==> config.mk <==
export PLATFORM = sky130hd
export DESIGN_NAME = usi_spi_slave_resp
export DESIGN_NICKNAME = d
export VERILOG_FILES = /design/src/rtl/usi_spi_slave_resp.sv
export SDC_FILE = /design/constraint.sdc
export NUM_CORES = 1
export LEC_CHECK = 0
export ABC_AREA = 1
export CORE_ASPECT_RATIO = 1.1
export CORE_UTILIZATION = 48
export CTS_BUF_LIST = sky130_fd_sc_hd__clkbuf_8
export DETAILED_ROUTE_END_ITERATION = 10
export GPL_TIMING_DRIVEN = 0
export PLACE_DENSITY = 0.8
export SLEW_MARGIN = 20
export SYNTH_ARGS = -nofsm -noshare
export SYNTH_HDL_FRONTEND = slang
export SYNTH_SLANG_ARGS = --single-unit
==> constraint.sdc <==
create_clock -name clk -period 6.7 [get_ports clk]
set_clock_uncertainty 0.05 [all_clocks]
set_input_delay 1.34 -clock clk [delete_from_list [all_inputs] [get_ports clk]]
set_output_delay 1.34 -clock clk [all_outputs]
set_load 0.005 [all_outputs]
==> src/rtl/usi_spi_slave_resp.sv <==
// SPI slave responder: oversampled SCK/CS_B/MOSI, selectable MISO word source
// (rotate/echo/fixed), RX FIFO with valid/ready, sticky overflow, frame counter.
//
// Ports:
//   clk, rst_b          system clock, synchronous active-low reset
//   cpol, cpha, mode    frame configuration, latched at frame start
//   pattern             word source for fixed mode
//   sck, cs_b, mosi     asynchronous SPI inputs
//   miso_out, miso_oe   slave data out and its drive enable
//   rx_data, rx_valid   FIFO head (0 when empty) / not-empty
//   rx_ready            pop the FIFO head
//   rx_overflow,ovf_clr sticky word-drop flag and its clear
//   frame_cnt           completed-word count
//   busy                frame active
module usi_spi_slave_resp #(
  parameter int          DATA_W        = 16,
  parameter int          FIFO_DEPTH    = 4,
  parameter logic [31:0] RESET_PATTERN = 32'h203D
) (
  input  logic              clk,
  input  logic              rst_b,
  input  logic              cpol,
  input  logic              cpha,
  input  logic [1:0]        mode,
  input  logic [DATA_W-1:0] pattern,
  input  logic              sck,
  input  logic              cs_b,
  input  logic              mosi,
  output logic              miso_out,
  output logic              miso_oe,
  output logic [DATA_W-1:0] rx_data,
  output logic              rx_valid,
  input  logic              rx_ready,
  output logic              rx_overflow,
  input  logic              ovf_clr,
  output logic [15:0]       frame_cnt,
  output logic              busy
);

  localparam int AW = $clog2(FIFO_DEPTH);
  localparam int BW = $clog2(DATA_W);
  localparam logic [DATA_W-1:0] RST_PAT = RESET_PATTERN[DATA_W-1:0];

  typedef enum logic {IDLE, ACTIVE} state_t;

  state_t state_q, state_d;

  logic [1:0] sck_q, cs_q, mosi_q, prim_q;
  logic       sck_prev, cs_prev, armed;
  logic       sck_s, cs_s, mosi_s;

  always_ff @(posedge clk) begin
    if (!rst_b) begin
      sck_q    <= '0;
      cs_q     <= '1;
      mosi_q   <= '0;
      prim_q   <= '0;
      sck_prev <= 1'b0;
      cs_prev  <= 1'b1;
      armed    <= 1'b0;
    end else begin
      sck_q    <= {sck_q[0], sck};
      cs_q     <= {cs_q[0], cs_b};
      mosi_q   <= {mosi_q[0], mosi};
      prim_q   <= {prim_q[0], 1'b1};
      sck_prev <= sck_s;
      cs_prev  <= cs_s;
      // prim_q[1] masks the synchroniser reset value so only a real
      // high level on cs_b can arm the first frame.
      armed    <= armed | (prim_q[1] & cs_s);
    end
  end

  assign sck_s  = sck_q[1];
  assign cs_s   = cs_q[1];
  assign mosi_s = mosi_q[1];

  logic cs_fall, cs_rise;
  assign cs_fall = cs_prev & ~cs_s;
  assign cs_rise = ~cs_prev & cs_s;

  logic start, stop;

  always_comb begin
    state_d = state_q;
    start   = 1'b0;
    stop    = 1'b0;
    unique case (state_q)
      IDLE: begin
        if (cs_fall && armed) begin
          state_d = ACTIVE;
          start   = 1'b1;
        end
      end
      ACTIVE: begin
        if (cs_rise) begin
          state_d = IDLE;
          stop    = 1'b1;
        end
      end
      default: state_d = IDLE;
    endcase
  end

  logic              cpol_f, cpha_f;
  logic [1:0]        mode_f;
  logic [BW-1:0]     bit_cnt;
  logic              samp_flag, reload;
  logic [DATA_W-1:0] tx_q, rot_q, echo_q;
  logic [DATA_W-2:0] rx_shift;

  logic active, sck_edge, lead, trail, samp, shft;
  logic last_bit, word_done, rot_f;
  logic [DATA_W-1:0] rx_word, load_now, load_frame;

  assign active   = (state_q == ACTIVE);
  assign sck_edge = sck_s ^ sck_prev;
  assign lead     = sck_edge & (sck_prev == cpol_f);
  assign trail    = sck_edge & (sck_s == cpol_f);
  assign samp     = active & ~stop & (cpha_f ? trail : lead);
  assign shft     = active & ~stop & (cpha_f ? lead : trail);
  assign last_bit = (bit_cnt == BW'(DATA_W - 1));
  assign word_done = samp & last_bit;
  assign rx_word  = {rx_shift, mosi_s};
  assign rot_f    = (mode_f == 2'b00);

  assign load_now   = (mode == 2'b01) ? echo_q : pattern;
  assign load_frame = (mode_f == 2'b01) ? echo_q : pattern;

  always_ff @(posedge clk) begin
    if (!rst_b) begin
      state_q   <= IDLE;
      cpol_f    <= 1'b0;
      cpha_f    <= 1'b0;
      mode_f    <= 2'b00;
      bit_cnt   <= '0;
      samp_flag <= 1'b0;
      reload    <= 1'b0;
      tx_q      <= '0;
      rot_q     <= RST_PAT;
      echo_q    <= '0;
      rx_shift  <= '0;
      frame_cnt <= '0;
    end else begin
      state_q <= state_d;
      if (start) begin
        cpol_f    <= cpol;
        cpha_f    <= cpha;
        mode_f    <= mode;
        bit_cnt   <= '0;
        samp_flag <= 1'b0;
        reload    <= 1'b0;
        tx_q      <= load_now;
      end
      if (stop) begin
        bit_cnt <= '0;
      end
      if (samp) begin
        rx_shift  <= rx_word[DATA_W-2:0];
        samp_flag <= 1'b1;
        if (last_bit) begin
          bit_cnt   <= '0;
          echo_q    <= rx_word;
          frame_cnt <= frame_cnt + 16'd1;
          reload    <= 1'b1;
        end else begin
          bit_cnt <= bit_cnt + BW'(1);
        end
      end
      // In rotate mode the rotate register is the shifter itself and is
      // never reloaded, so MISO is one continuous cyclic stream.
      if (shft && samp_flag) begin
        reload <= 1'b0;
        if (rot_f) begin
          rot_q <= {rot_q[DATA_W-2:0], rot_q[DATA_W-1]};
        end else if (reload) begin
          tx_q <= load_frame;
        end else begin
          tx_q <= tx_q << 1;
        end
      end
    end
  end

  assign miso_oe  = active;
  assign busy     = active;
  assign miso_out = active & (rot_f ? rot_q[DATA_W-1] : tx_q[DATA_W-1]);

  logic [DATA_W-1:0] mem [FIFO_DEPTH];
  logic [AW-1:0]     wr_ptr, rd_ptr;
  logic [AW:0]       count;
  logic              full, pop, push_ok, drop;

  assign full     = (count == (AW+1)'(FIFO_DEPTH));
  assign rx_valid = (count != '0);
  assign pop      = rx_valid & rx_ready;
  assign push_ok  = word_done & (~full | pop);
  assign drop     = word_done & full & ~pop;
  assign rx_data  = rx_valid ? mem[rd_ptr] : '0;

  always_ff @(posedge clk) begin
    if (push_ok) begin
      mem[wr_ptr] <= rx_word;
    end
  end

  always_ff @(posedge clk) begin
    if (!rst_b) begin
      wr_ptr      <= '0;
      rd_ptr      <= '0;
      count       <= '0;
      rx_overflow <= 1'b0;
    end else begin
      if (push_ok) wr_ptr <= wr_ptr + AW'(1);
      if (pop)     rd_ptr <= rd_ptr + AW'(1);
      unique case ({push_ok, pop})
        2'b10:   count <= count + (AW+1)'(1);
        2'b01:   count <= count - (AW+1)'(1);
        default: count <= count;
      endcase
      if (drop)         rx_overflow <= 1'b1;
      else if (ovf_clr) rx_overflow <= 1'b0;
    end
  end

endmodule
==> results.toml <==
[placed_design]
place_inst = 1149
place_ws_ns = 3.09
dpl.hpwl_mm = 12.2
port_buffers = 63
place_congestion = 0.924

[setup_path]
cp_max_fo = 10
worstRegToRegCells = 8
crit_chain = "clkbuf_1 -> inv_1 -> clkbuf_1 -> nor2_1 -> o21ai_0 -> a21oi_1 -> clkdlybuf4s50_1"
crit_top_cell = "clkbuf_1"
crit_arrival_ns = 2.62
critical_path.endpoint_type = "output pin"
path_depth = 7
crit_buf_inv = 4
cp.required_ns = 5.31
startpoint_type = "register"
slowest_delay_ns = 0.55
worstSetupPathType = "register to output pin"
cp_top_family = "buffers and inverters"
slowest_stage = "clkdlybuf4s50_1"

[pwr]
power.density_mw_per_mm2 = 213
p_sw_uw = 444
p_sw_share_pct = 23.7
p_clk_share_pct = 38.1
leakage_nw = 3.38
power_frac_comb_pct = 3.0
seq_power_share_pct = 58.9
ir_worst_vdd_mv = 0.131
p_int_mw = 1.43

[finish]
area_delta_synth_final_pct = 16.9
fin_cells = 1181
drive_gt1_share_pct = 7.72
layout.nets = 1006
num_antenna_cells = 0

[clock_network]
cts_resized = 0
clock_path_buffers = 2
clock-sinks = 175
cts_made_buffers = 17
clk_latency_ns = 0.46
cts.hold.buffers_added = 0
path_clk_slew_ns = 0.09
tritoncts = "yes"
h-tree-depth = 4
cts-root-buf = "clkbuf_8"
cts_setup_buffers = 0

[synthesis]
syn_area_mm2 = 0.00750
syn_area_per_cell_um2 = 8.43
synth_nets = 924
yosysUniqueCellTypes = 38
ys_ff_latch = 175
synth_cells = 890
synth_warnings = 0
ys_seq_area_share_pct = 55.2

[global_routing]
grtUsageTotal_pct = 22.7
grt_pass1_wl_mm = 28.4
grt_pass1_vias = 5975
overflow = 0
grt_max_degree = 18
antenna_found_initial = 0

[sta]
fin_crit_sh_pct = 59.9
hold_viol = 0
slew-limit-headroom_pct = 35.8
fmax_mhz = 249
hold_slack_ns = 0.368
layout_setup_ws_ns = 2.69
rsz0062_at_grt = "false"
worst_pin_slew_ns = 0.962
final-setup-viol-count = 0
slew_violations = 0
period_needed_ns = 4.01
tns_ns = 0

[routing]
drtPass1Iterations = 6
viasPerCell = 5.31
drt_drc_violations_left = 0
ant_nets = 0
vias = 6270
drt_iter0_markers = 692
wirelength_mm = 17.7
wl_per_cell_um = 14.9

[floorplanning]
initial_core_util_pct = 49.5
io_pins = 64
die_w_um = 121
die_y_um = 133
num_rows = 47
coreArea_mm2 = 0.0152
die_area_mm2 = 0.0161

[hold_path]
min_path_cells = 2
hp-class = "register to register"

[flow_run]
maxCapViolCount = 0

[status]
outcome = "complete, no violations"
## metrics by stage
stage | power, mW | utilization [%] | instance area, um2
floorplan | 1.15 | - | 7500
global placement | 1.18 | 55.2 | 8380
detailed placement | 1.18 | 55.3 | 8390
CTS | 1.88 | 57.8 | 8770
global route | 1.93 | 57.8 | 8770
finish | 1.87 | 57.8 | 8770
## registers in the layout, summed over array words and instances (netlist names), named ones only
name         count
frame_cnt       16
sck_q            2
samp_flag        1
cpha_f           1
echo_q          16
rd_ptr           2
rx_overflow      1
mem             64
wr_ptr           2
sck_prev         1
count            3
prim_q           2
rot_q           16
cs_prev          1
cpol_f           1
mode_f           2
cs_q             2
reload           1
tx_q            16
armed            1
busy             1
rx_shift        15
mosi_q           2
bit_cnt          4
## tightest hold or removal path, cell delays in order, from the launching register on
cell     delay (ns)
dfxtp_1        0.32
nand2_1        0.04
inv_1          0.04
## cell usage in the layout (no fill, tap or decap), types with 3 or more instances in the layout
master           synthesis  routed
buf_2                    9       9
dfxtp_1                111     111
ha_1                     6       6
clkdlybuf4s50_1          0      63
nor2_1                 182     178
nor3_1                  15      15
clkinv_4                 0       4
xor2_1                   4       4
inv_4                    1       3
nand3_1                 23      23
inv_6                    0       4
nor3_2                  10      10
o21ai_0                150     150
nand2_1                 71      71
inv_2                    3       3
a21oi_1                 94      94
nor2_2                   0       4
buf_6                    3       3
clkbuf_1                31      31
buf_4                    4       4
clkbuf_8                 0      17
edfxtp_1                64      64
inv_1                   84      84
## cells in the mapped netlist, drive strengths merged
cell / count / area share (%)
a21oi: 96 / 6.6
clkinv: 1 / 0.050
o31ai: 1 / 0.10
fa: 1 / 0.27
nand2: 73 / 3.8
o21ai: 152 / 10
buf: 17 / 1.5
o22ai: 1 / 0.083
clkbuf: 31 / 1.6
a211oi: 1 / 0.10
edfxtp: 64 / 26
inv: 88 / 4.4
o211a: 1 / 0.13
o21a: 1 / 0.10
or2: 2 / 0.17
xor2: 4 / 0.47
nand4: 3 / 0.33
nor2: 185 / 9.8
xnor2: 2 / 0.23
ha: 6 / 1.0
and3: 1 / 0.083
nand3: 23 / 1.5
nor3: 25 / 2.3
dfxtp: 111 / 30
## routing by layer
metal	wire length, um	GRT usage, %
met1	7580	27.8
met2	8900	38.5
met3	730	3.77
met4	445	11.5
met5	0	0
## power by group through the flow
| stage | Sequential (mW) | Clock [mW] | Combinational (mW) |
|---|---|---|---|
| finish | 1.10 | 0.713 | 0.0565 |
| global route | 1.10 | 0.765 | 0.0616 |
| CTS | 1.10 | 0.724 | 0.0558 |
| detailed placement | 1.13 | 0 | 0.0552 |
| global placement | 1.13 | 0 | 0.0549 |
| floorplan | 1.13 | 0 | 0.0268 |
## path summary, 6_finish.rpt
kind | from | slack [ns] | to
max | register | 2.69 | rx_data[12]
min | prim_q[0]$_DFF_P_ | 0.37 | prim_q[1]$_SDFF_PN0_
max reg2reg | bit_cnt[0]$_SDFFE_PN0P_ | 3.95 | mem[1][4]$_DFFE_PP_
min reg2reg | prim_q[0]$_DFF_P_ | 0.37 | prim_q[1]$_SDFF_PN0_
## final cells by class
type	count	area [um2]
inverter	89	337
timing repair buffer	63	631
sequential	175	4140
clock buffer	17	234
tap	196	245
fill	1358	6400
buffer	48	229
multi-input combinational	578	2810
clock inverter	15	150
## cell families (layout without fill, tap and decap cells)
group / Yosys count / after routing / share of synthesized area (%)
AOI/OAI and AO/OA: 253 / 253 / 17.3
xor gates and xnor gates: 6 / 6 / 0.700
adders and majority gates: 7 / 7 / 1.27
buffers and inverters: 137 / 232 / 7.54
DFF: 175 / 175 / 55.2
and+or+nand+nor: 312 / 312 / 18.0
No activity file was read; power rests on OpenSTA's default activity.
